<file path="src/rtl/alu_muldiv.sv">
// alu_muldiv: single-cycle ALU plus iterative multiply / divide unit.
//
// Ports:
//   clk, rst_n          rising-edge clock, synchronous active-low reset
//   start, ctrl, A, B,  request (accepted only while busy=0), opcode, operands and
//   shamt               shift amount, all sampled at accept
//   R, hi               result (quotient / low product), remainder / high product
//   cout, ovf, ze       carry/borrow, overflow, R==0
//   busy, done          operation in progress, one-cycle completion pulse
//
// Single-cycle ops complete one cycle after accept. MULT/MULTU (and DIV/DIVU when
// the divider is built) spend WIDTH cycles in StCalc on operand magnitudes, then
// one cycle in StFix applying the sign, and complete WIDTH+2 cycles after accept.
// Define ALU_MULDIV_DIV_EN to build the divider; otherwise codes 10/11 are reserved.
module alu_muldiv #(
  parameter int unsigned WIDTH = 32,
  parameter int unsigned SHW   = $clog2(WIDTH)
) (
  input  logic             clk,
  input  logic             rst_n,
  input  logic             start,
  input  logic [3:0]       ctrl,
  input  logic [WIDTH-1:0] A,
  input  logic [WIDTH-1:0] B,
  input  logic [SHW-1:0]   shamt,
  output logic [WIDTH-1:0] R,
  output logic [WIDTH-1:0] hi,
  output logic             cout,
  output logic             ovf,
  output logic             ze,
  output logic             busy,
  output logic             done
);

  localparam logic [3:0] OpAnd   = 4'd0;
  localparam logic [3:0] OpOr    = 4'd1;
  localparam logic [3:0] OpAdd   = 4'd2;
  localparam logic [3:0] OpSlt   = 4'd3;
  localparam logic [3:0] OpAddu  = 4'd4;
  localparam logic [3:0] OpSll   = 4'd5;
  localparam logic [3:0] OpSub   = 4'd6;
  localparam logic [3:0] OpSltu  = 4'd7;
  localparam logic [3:0] OpMult  = 4'd8;
  localparam logic [3:0] OpMultu = 4'd9;
  localparam logic [3:0] OpDiv   = 4'd10;
`ifdef ALU_MULDIV_DIV_EN
  localparam logic [3:0] OpDivu  = 4'd11;
`endif
  localparam logic [3:0] OpSrl   = 4'd12;
  localparam logic [3:0] OpSra   = 4'd13;

  localparam logic [SHW-1:0] LastCnt = SHW'(WIDTH - 1);

  typedef enum logic [1:0] {StIdle, StCalc, StFix} state_e;

  state_e             state_q, state_d;
  logic [SHW-1:0]     cnt_q, cnt_d;
  logic [2*WIDTH-1:0] p_q, p_d;      // {hi, lo} product, or {remainder, quotient}
  logic [WIDTH-1:0]   b_q, b_d;      // multiplicand / divisor magnitude
  logic               sgn_q, sgn_d;  // signed op
  logic               neg_q, neg_d;  // negate product / quotient in StFix
  logic [WIDTH-1:0]   r_q, r_d, hi_q, hi_d;
  logic               cout_q, cout_d, ovf_q, ovf_d, ze_q, ze_d, done_q, done_d;
`ifdef ALU_MULDIV_DIV_EN
  logic               div_q, div_d;          // running op is a divide
  logic               neg_rem_q, neg_rem_d;  // remainder takes dividend sign
  logic               ovf_pend_q, ovf_pend_d; // most-negative / -1
`endif

  // Single-cycle datapath and operand preparation
  logic [WIDTH:0]   add_sum, sub_dif;
  logic [WIDTH-1:0] alu_r, alu_hi, a_mag, b_mag;
  logic             alu_cout, alu_ovf, long_op, sgn_op;

  always_comb begin
    add_sum  = {1'b0, A} + {1'b0, B};
    sub_dif  = {1'b0, A} - {1'b0, B};
    sgn_op   = (ctrl == OpMult) || (ctrl == OpDiv);
    a_mag    = (sgn_op && A[WIDTH-1]) ? -A : A;
    b_mag    = (sgn_op && B[WIDTH-1]) ? -B : B;
    alu_r    = '0;
    alu_hi   = '0;
    alu_cout = 1'b0;
    alu_ovf  = 1'b0;
    long_op  = 1'b0;
    case (ctrl)
      OpAnd:  alu_r = A & B;
      OpOr:   alu_r = A | B;
      OpAdd: begin
        alu_r    = add_sum[WIDTH-1:0];
        alu_cout = add_sum[WIDTH];
        alu_ovf  = (A[WIDTH-1] == B[WIDTH-1]) && (add_sum[WIDTH-1] != A[WIDTH-1]);
      end
      OpSlt:  alu_r = {{(WIDTH-1){1'b0}}, ($signed(A) < $signed(B))};
      OpAddu: begin
        alu_r    = add_sum[WIDTH-1:0];
        alu_cout = add_sum[WIDTH];
        alu_ovf  = add_sum[WIDTH];
      end
      OpSll:  alu_r = A << shamt;
      OpSub: begin
        alu_r    = sub_dif[WIDTH-1:0];
        alu_cout = sub_dif[WIDTH];  // borrow
        alu_ovf  = (A[WIDTH-1] != B[WIDTH-1]) && (sub_dif[WIDTH-1] != A[WIDTH-1]);
      end
      OpSltu: alu_r = {{(WIDTH-1){1'b0}}, (A < B)};
      OpMult, OpMultu: long_op = 1'b1;
`ifdef ALU_MULDIV_DIV_EN
      OpDiv, OpDivu: begin
        if (B == '0) begin
          alu_r   = '1;
          alu_hi  = A;
          alu_ovf = 1'b1;
        end else begin
          long_op = 1'b1;
        end
      end
`endif
      OpSrl:  alu_r = A >> shamt;
      OpSra:  alu_r = $signed(A) >>> shamt;
      default: ;  // reserved: all zero
    endcase
  end

  // FSM next-state, iteration and result registers
  logic [WIDTH:0]     mul_sum;
  logic [2*WIDTH-1:0] prod_fix;
`ifdef ALU_MULDIV_DIV_EN
  logic [WIDTH:0]     div_trial;
  logic [WIDTH-1:0]   quo_fix, rem_fix;
`endif

  always_comb begin
    state_d  = state_q;
    cnt_d    = cnt_q;
    p_d      = p_q;
    b_d      = b_q;
    sgn_d    = sgn_q;
    neg_d    = neg_q;
    r_d      = r_q;
    hi_d     = hi_q;
    cout_d   = cout_q;
    ovf_d    = ovf_q;
    ze_d     = ze_q;
    done_d   = 1'b0;
    mul_sum  = {1'b0, p_q[2*WIDTH-1:WIDTH]} + (p_q[0] ? {1'b0, b_q} : '0);
    prod_fix = neg_q ? -p_q : p_q;
`ifdef ALU_MULDIV_DIV_EN
    div_d      = div_q;
    neg_rem_d  = neg_rem_q;
    ovf_pend_d = ovf_pend_q;
    // Shifted partial remainder minus divisor; bit WIDTH set means it did not fit
    div_trial  = {p_q[2*WIDTH-1:WIDTH], p_q[WIDTH-1]} - {1'b0, b_q};
    quo_fix    = neg_q ? -p_q[WIDTH-1:0] : p_q[WIDTH-1:0];
    rem_fix    = neg_rem_q ? -p_q[2*WIDTH-1:WIDTH] : p_q[2*WIDTH-1:WIDTH];
`endif
    unique case (state_q)
      StIdle: begin
        if (start) begin
          if (long_op) begin
            state_d = StCalc;
            cnt_d   = '0;
            p_d     = {{WIDTH{1'b0}}, a_mag};
            b_d     = b_mag;
            sgn_d   = sgn_op;
            neg_d   = sgn_op && (A[WIDTH-1] ^ B[WIDTH-1]);
`ifdef ALU_MULDIV_DIV_EN
            div_d      = (ctrl == OpDiv) || (ctrl == OpDivu);
            neg_rem_d  = sgn_op && A[WIDTH-1];
            ovf_pend_d = sgn_op && (A == {1'b1, {(WIDTH-1){1'b0}}}) && (B == '1);
`endif
          end else begin
            r_d    = alu_r;
            hi_d   = alu_hi;
            cout_d = alu_cout;
            ovf_d  = alu_ovf;
            ze_d   = (alu_r == '0);
            done_d = 1'b1;
          end
        end
      end
      StCalc: begin
        cnt_d = cnt_q + 1'b1;
        if (cnt_q == LastCnt) state_d = StFix;
`ifdef ALU_MULDIV_DIV_EN
        if (div_q) begin
          p_d = div_trial[WIDTH] ? {p_q[2*WIDTH-2:0], 1'b0}
                                 : {div_trial[WIDTH-1:0], p_q[WIDTH-2:0], 1'b1};
        end else
`endif
        begin
          p_d = {mul_sum, p_q[WIDTH-1:1]};
        end
      end
      StFix: begin
        state_d = StIdle;
        done_d  = 1'b1;
        cout_d  = 1'b0;
`ifdef ALU_MULDIV_DIV_EN
        if (div_q) begin
          r_d   = quo_fix;
          hi_d  = rem_fix;
          ovf_d = ovf_pend_q;
          ze_d  = (quo_fix == '0);
        end else
`endif
        begin
          r_d   = prod_fix[WIDTH-1:0];
          hi_d  = prod_fix[2*WIDTH-1:WIDTH];
          // Overflow when hi is not the sign (or zero) extension of the low word
          ovf_d = sgn_q ? (prod_fix[2*WIDTH-1:WIDTH] != {WIDTH{prod_fix[WIDTH-1]}})
                        : (prod_fix[2*WIDTH-1:WIDTH] != '0);
          ze_d  = (prod_fix[WIDTH-1:0] == '0);
        end
      end
      default: state_d = StIdle;
    endcase
  end

  always_ff @(posedge clk) begin
    if (!rst_n) begin
      state_q <= StIdle;
      cnt_q   <= '0;
      p_q     <= '0;
      b_q     <= '0;
      sgn_q   <= 1'b0;
      neg_q   <= 1'b0;
      r_q     <= '0;
      hi_q    <= '0;
      cout_q  <= 1'b0;
      ovf_q   <= 1'b0;
      ze_q    <= 1'b1;
      done_q  <= 1'b0;
`ifdef ALU_MULDIV_DIV_EN
      div_q      <= 1'b0;
      neg_rem_q  <= 1'b0;
      ovf_pend_q <= 1'b0;
`endif
    end else begin
      state_q <= state_d;
      cnt_q   <= cnt_d;
      p_q     <= p_d;
      b_q     <= b_d;
      sgn_q   <= sgn_d;
      neg_q   <= neg_d;
      r_q     <= r_d;
      hi_q    <= hi_d;
      cout_q  <= cout_d;
      ovf_q   <= ovf_d;
      ze_q    <= ze_d;
      done_q  <= done_d;
`ifdef ALU_MULDIV_DIV_EN
      div_q      <= div_d;
      neg_rem_q  <= neg_rem_d;
      ovf_pend_q <= ovf_pend_d;
`endif
    end
  end

  assign R    = r_q;
  assign hi   = hi_q;
  assign cout = cout_q;
  assign ovf  = ovf_q;
  assign ze   = ze_q;
  assign done = done_q;
  assign busy = (state_q != StIdle);

endmodule

</file>
<file path="config.mk">
export PLATFORM = sky130hd
export DESIGN_NAME = alu_muldiv
export DESIGN_NICKNAME = d
export VERILOG_FILES = /design/src/rtl/alu_muldiv.sv
export SDC_FILE = /design/constraint.sdc
export NUM_CORES = 1
export LEC_CHECK = 0
export BUFFER_PORTS_ARGS = -buffer_cell sky130_fd_sc_hd__buf_2
export CORE_AREA = 4 4 271 273
export DETAILED_ROUTE_END_ITERATION = 12
export DIE_AREA = 0 0 275 277
export PLACE_DENSITY = 0.51
export SETUP_SLACK_MARGIN = 0.2
export SLEW_MARGIN = 40
export SYNTH_ARGS = -nofsm -noshare
export SYNTH_HDL_FRONTEND = slang
export SYNTH_SLANG_ARGS = --single-unit
</file>
<file path="constraint.sdc">
create_clock -name clk -period 3.77 [get_ports clk]
set_input_delay 0.377 -clock clk [delete_from_list [all_inputs] [get_ports clk]]
set_output_delay 0.377 -clock clk [all_outputs]
set_load 0.05 [all_outputs]
</file>
### Word level (Yosys, flattened, before mapping)

Cells that the tools add are included.

| storage, ports and cells | value |
|---|---|
| register bits after elaboration | 173 |
| output and inout bits | 69 |
| word-level logic and storage cells | 108 |

| cells by class | value |
|---|---|
| add/sub/neg operators | 7 |
| order comparisons | 2 |
| equality and inequality tests | 24 |
| shift operators | 3 |
| muxes and demuxes | 37 |
| bitwise logic cells | 3 |
| reduce and logical (&&, ||, !) cells | 20 |

Operator list:

| operator | count |
|---|---|
| 32-bit one-hot mux with 9 select lines | 1 |
| 32-bit two-way mux | 7 |
| 64-bit two-way mux | 3 |
| 32-bit one-hot mux with 2 select lines | 2 |
| 64-bit one-hot mux with 2 select lines | 1 |
| 32-bit by 32-bit adder with 33-bit output | 2 |
| 32-bit logical NOT | 2 |
| 32-bit less-than comparator | 2 |
| 32-bit negation | 2 |
| 64-bit negation | 1 |
| 32-bit by 32-bit subtractor with 33-bit output | 1 |
| 32-bit AND | 1 |
| 32-bit != test | 1 |
| 32-bit OR | 1 |
| 32-bit nonzero test | 1 |
| 32-bit by 5-bit left shift with 32-bit output | 1 |
| 32-bit by 5-bit >> shifter with 32-bit output | 1 |
| 32-bit by 5-bit >>> shifter with 32-bit output | 1 |
| 4-bit == test, second input constant | 5 |
| 4-bit by 3-bit == test with 1-bit output, second input constant | 4 |
| 3-bit AND reduction | 4 |
| 1-bit two-way mux | 10 |
| 5-bit two-way mux | 2 |
| 1-bit one-hot mux with 2 select lines | 5 |
| other kinds (20) | 35 |

### Longest topological paths before layout

| depth | value |
|---|---|
| word-level depth | 7 |
| gate-level depth with buffers | 17 |

### Worst setup path before layout

OpenSTA, ideal clock, no wires.

| path | value |
|---|---|
| path type | input to register |
| start point | input port A[2] |
| end point | register ze_q (netlist: ze) |
| library setup time | 87 ps |
| arrival | 3877 ps |
| required time | 3683 ps |
| setup slack | -194 ps |
| stages | 15 |
| path through | clkbuf_1 inv_1 ha_1 nand2b_1 a221oi_1 a221oi_2 o21ai_1 a41oi_1 o31ai_1 xnor2_1 o211ai_1 or4_1 nor4_1 nand3_1 o31ai_1 |

| between the ends | value |
|---|---|
| cells in the longest elaborated chain, start to end | 6 |
| elaborated cells between the ends (all ways) | 14 |
| classes of those cells | add/sub: 2; order compare: 2; shift: 3; mux: 4; bitwise: 2; reduce/logical: 1 |

Ends and longest elaborated chain:

| what | line | text |
|---|---|---|
| start, declared | 23 | `input logic [WIDTH-1:0] A,` |
| 32-bit by 32-bit subtractor with 33-bit output (tied with other cells) | 77 | `sub_dif = {1'b0, A} - {1'b0, B};` |
| 32-bit one-hot mux with 9 select lines * | 86 | `case (ctrl)` |
| 32-bit logical NOT * | 177 | `ze_d = (alu_r == '0);` |
| 1-bit two-way mux * | 160 | `if (long_op) begin` |
| 1-bit two-way mux * | 159 | `if (start) begin` |
| 1-bit one-hot mux with 2 select lines * | 157 | `unique case (state_q)` |
| end signal, assigned | 250 | `ze_q <= ze_d;` |
| end, declared | 63 | `logic cout_q, cout_d, ovf_q, ovf_d, ze_q, ze_d, done_q, done_d;` |

Every way passes the cells marked *; elsewhere a longest branch is shown, timed or not. The select of a mux whose other input is x is not followed.
A chain may end at the register's enable or synchronous reset.

### Worst setup path after layout

| path | value |
|---|---|
| start point | input port shamt[0] |
| end point | register ze_q (netlist: ze) |

| between the ends | value |
|---|---|
| cells in the longest elaborated chain, start to end | 6 |
| elaborated cells between the ends (all ways) | 8 |
| classes of those cells | shift: 3; mux: 4; reduce/logical: 1 |

Ends and longest elaborated chain:

| what | line | text |
|---|---|---|
| start, declared | 25 | `input logic [SHW-1:0] shamt,` |
| 32-bit by 5-bit >>> shifter with 32-bit output (tied with other cells) | 120 | `OpSra: alu_r = $signed(A) >>> shamt;` |
| 32-bit one-hot mux with 9 select lines * | 86 |  |
| 32-bit logical NOT * | 177 |  |
| 1-bit two-way mux * | 160 |  |
| 1-bit two-way mux * | 159 |  |
| 1-bit one-hot mux with 2 select lines * | 157 |  |

Marked as above.

==> metrics.md <==
| Metric | Value |
|---|---|
| HP Class | in -> reg |
| Standard-cell rows | 98 |
| CTS tree | yes |
| GR Util All Layers | 0.280 |
| Clock network fraction of design power | 0.258 |
| Worst stage delay on the critical path | 0.55 ns |
| Final hold viol count | 0 |
| P&R area growth vs syn | 37.1% |
| Global placer's final weighted congestion | 1.07 |
| Result of the run | complete, no violations |
| Full die area | 76,200 um^2 |
| Clock insertion delay at the later pin of the skew report | 0.49 ns |
| Total global routing overflow | 0 |
| Cell mode on critical path | buf_4 |
| Final Max Tran Viols | 0 |
| Sequential element share of the synthesized area | 0.163 |
| Chip Height | 277 um |
| Root buffer cell | clkbuf_16 |
| Net switching power figure | 0.00284 W |
| Vias in the first global route | 24,300 |
| Post-detailed-placement half-perimeter wirelength | 92,200 um |
| Final setup fails | 0 |
| CTS max path bufs | 2 |
| Transition at the pin with the smallest max-transition slack | 0.959 ns |
| Kind of cell adding the most delay to the critical path | buffers and inverters |
| Worst relative slew slack | 0.356 |
| Pre-CTS setup slack | -0.638 ns |
| Cell Area, Synth | 21,200 um^2 |
| Unrepaired setup endpoints after global routing | yes |
| Critical path peak fanout | 12 |
| Total core area | 71,100 um^2 |
| Synth Warn # | 0 |
| Worst hold-check slack | 0.226 ns |
| Pin count of the biggest net entering global routing | 81 |
| Post-synthesis async set-or-reset flop share | 0 |
| Final Cell Area | 29,100 um^2 |
| Fraction of power spent switching nets | 0.403 |
| Synth unique cells | 101 |
| Layout cells sized above 1 | 0.314 |
| Top flip-flop cell by instance count after synthesis | dfxtp_1 |
| H-Tree Level Count | 4 |
| Critical Path Sink Type | flip-flop |
| Fraction of power consumed by combinational cells | 0.469 |
| I/O pin count | 145 |
| Summed negative setup slack over all endpoints | 0 ns |
| DRC violation count after routing | 0 |
| Antenna violations before repair | 6 |
| Number of nets in the finished design | 3,734 |
| Final Skew | 0.0133 ns |
| Final clock period utilization by the worst path | 0.981 |
| Final wirelength | 111,000 um |
| Count of input and output buffers | 144 |
| Max VDD drop | 0.000367 V |
| Arr. time, crit path | 4.10 ns |
| Inserted Clock Buffers | 17 |
| Cell internal pwr | 0.00421 W |
| Register bit total from synthesis | 173 |
| Library cell contributing the largest single delay on the critical path | or4_4 |
| Path type of the worst setup path | in -> reg |
| Max-Cap Viols | 0 |
| Crit path buf inv count | 7 |
| Drt wl/cell | 24.7 um |
| Data required time at the worst endpoint | 4.17 ns |
| Synthesized netlist net count | 3,088 |
| Total clock sinks | 173 |
| Cell area power density | 243 nW/um^2 |
| DRT iter0 DRCs | 3,038 |
| Routed Antenna Nets | 0 |
| Effective utilization at floorplan | 0.298 |
| Vias | 25,600 |
| Number of synthesized flops with an enable pin | 0 |
| Leakage component of the power | 12.9 nW |
| Gate count after technology mapping | 2,871 |
| Share of total power in sequential cells | 0.272 |
| Chain of cells forming the critical path | buf_4 > buf_4 > clkinv_1 > buf_4 > buf_12 > nand2_1 > o31a_1 > o22ai_1 > or3_1 > a221oi_1 > buf_4 > o311ai_2 > or4_4 > nor4_2 > buf_4 > nand3_1 > o31ai_1 |
| Element type at the critical path start | input pin |
| Router iterations before antenna repair | 8 |
| Number of vias per cell | 5.70 |
| Max Freq | 270 MHz |
| Die width | 275 um |
| Number of buffers inserted for hold repair after clock tree synthesis | 0 |
| Average cell area after synthesis | 7.38 um^2 |
| Overall power consumption | 0.00705 W |
| Final worst path period need | 3.70 ns |
| First-pass GRT wire length | 161,000 um |
| Post-route setup slack | 0.0725 ns |
| Area after DPL | 27,900 um^2 |
| Post-CTS clock slew at the launch and capture registers of the worst setup and hold paths | 0.07 ns |
[layout by cell type, fill, tap and decap left out, types with 12 or more instances in the layout]
cell and instances:
mux4_2 45, nand4_1 37, mux2i_1 90, buf_12 22
o21a_1 13, o22ai_1 16, ha_1 128, nor2_1 317
o21ai_0 174, nor4_1 19, o31ai_1 30, mux2_2 12
a21o_1 34, a31oi_1 43, nand2b_1 31, nor3_1 47
o211ai_1 32, a211oi_1 53, o2111ai_1 14, clkbuf_16 17
a222oi_1 22, xnor2_1 92, a221oi_1 26, inv_1 123
nand3_1 71, nor2b_1 15, and2_1 45, a22oi_1 46
buf_4 703, nand2_1 251, dfxtp_1 170, or3_1 24
a21oi_1 180, and3_1 20, xor2_1 54, buf_2 140
o21bai_1 20
[registers in the layout, summed over array words and instances, names as in the netlist]
name and flops:
state_q 2, hi 32, cnt_q 5, ovf 1, ze 1, sgn_q 1, b_q 32, R 32
done 1, neg_q 1, cout 1, p_q 64
[timing repair]
item | CTS | global route
gates resized for setup | 14 | 77
setup buffers | 4 | 13
pin swaps | 2 | 38
endpoints found under the setup margin | 8 | 19
[area by class of cell]
type / count / area [um^2]
antenna: 2 / 5.00
sequential: 173 / 3470
timing repair buffer: 872 / 6500
inverter: 130 / 493
clock inverter: 14 / 149
multi-input combinational: 2323 / 16800
clock buffer: 18 / 439
tap: 950 / 1190
fill: 7410 / 42100
[worst register-to-register path: cells and delay by family, from the launching register on]
family / cells / cell delay (ns)
simple gates: 6 / 2.36
xor+xnor: 1 / 0.25
flops: 1 / 0.31
buf+inv: 1 / 0.08
compound gates: 3 / 0.49
[power groups by stage]
stage | Combinational, W | Clock, W | Sequential [W]
2_1_floorplan | 0.00146 | 0 | 0.00204
3_3_place_gp | 0.00312 | 0 | 0.00196
3_5_place_dp | 0.00312 | 0 | 0.00196
4_1_cts | 0.00314 | 0.00186 | 0.00192
5_1_grt | 0.00347 | 0.00192 | 0.00192
6_report | 0.00331 | 0.00182 | 0.00192
[layer usage]
layer	track usage	up-vias	routed length [um]	share of wire
met5	0	-	43	0.00039
met3	0.0670	248	10300	0.093
li1	-	11900	-	-
met4	0.123	6	5880	0.053
met1	0.382	12200	47700	0.43
met2	0.420	1218	46800	0.42
[Yosys cell counts (all sizes together), types with 18 or more instances]
cell type,n,area [um^2]
or3,26,163
inv,128,480
nor2b,18,113
xnor2,95,832
o211ai,32,240
and2,49,309
a31oi,44,275
a211oi,56,420
nor4,29,209
mux2i,90,901
o21ai,183,916
o21bai,21,158
nand4,39,256
nor2,319,1200
nand3,71,355
nand2b,33,206
nor3,53,275
xor2,56,498
o31ai,35,287
ha,138,1730
buf,64,340
and3,20,125
clkbuf,181,679
a22oi,46,345
a222oi,22,220
nand2,251,942
mux4,47,1070
a221oi,34,304
dfxtp,173,3460
a21o,34,255
a21oi,187,936
[per-stage QoR]
stage,util,cells
global placement,0.392,4431
floorplan,-,2871
global route,0.408,4480
CTS,0.402,4467
finish,0.408,4482
detailed placement,0.392,4431
[cells by family (layout without fill, tap and decap cells)]
logic type               Yosys count  count (layout)  share of synthesized area
AO/OA/AOI/OAI                    908             908                      0.297
XOR/XNOR                         151             151                     0.0628
adder cells (fa/ha/maj)          141             141                     0.0843
buffers and inverters            375            1034                     0.0711
flip-flops                       173             173                      0.163
multiplexers                     149             149                     0.0992
other                              0               2                          0
AND/OR/NAND/NOR                  974             974                      0.223
[path summary, 6_finish.rpt]
path | startpoint | end | slack [ns] | cells past startpoint
max | shamt[0] | ze | 0.07 | 17
min | B[17] | b_q[17] | 0.23 | 3
max reg2reg | p_q[49] | ovf | 0.14 | 11
min reg2reg | b_q[30] | b_q[30] | 0.45 | 2
Note: power is estimated with default switching activity, not from simulation.
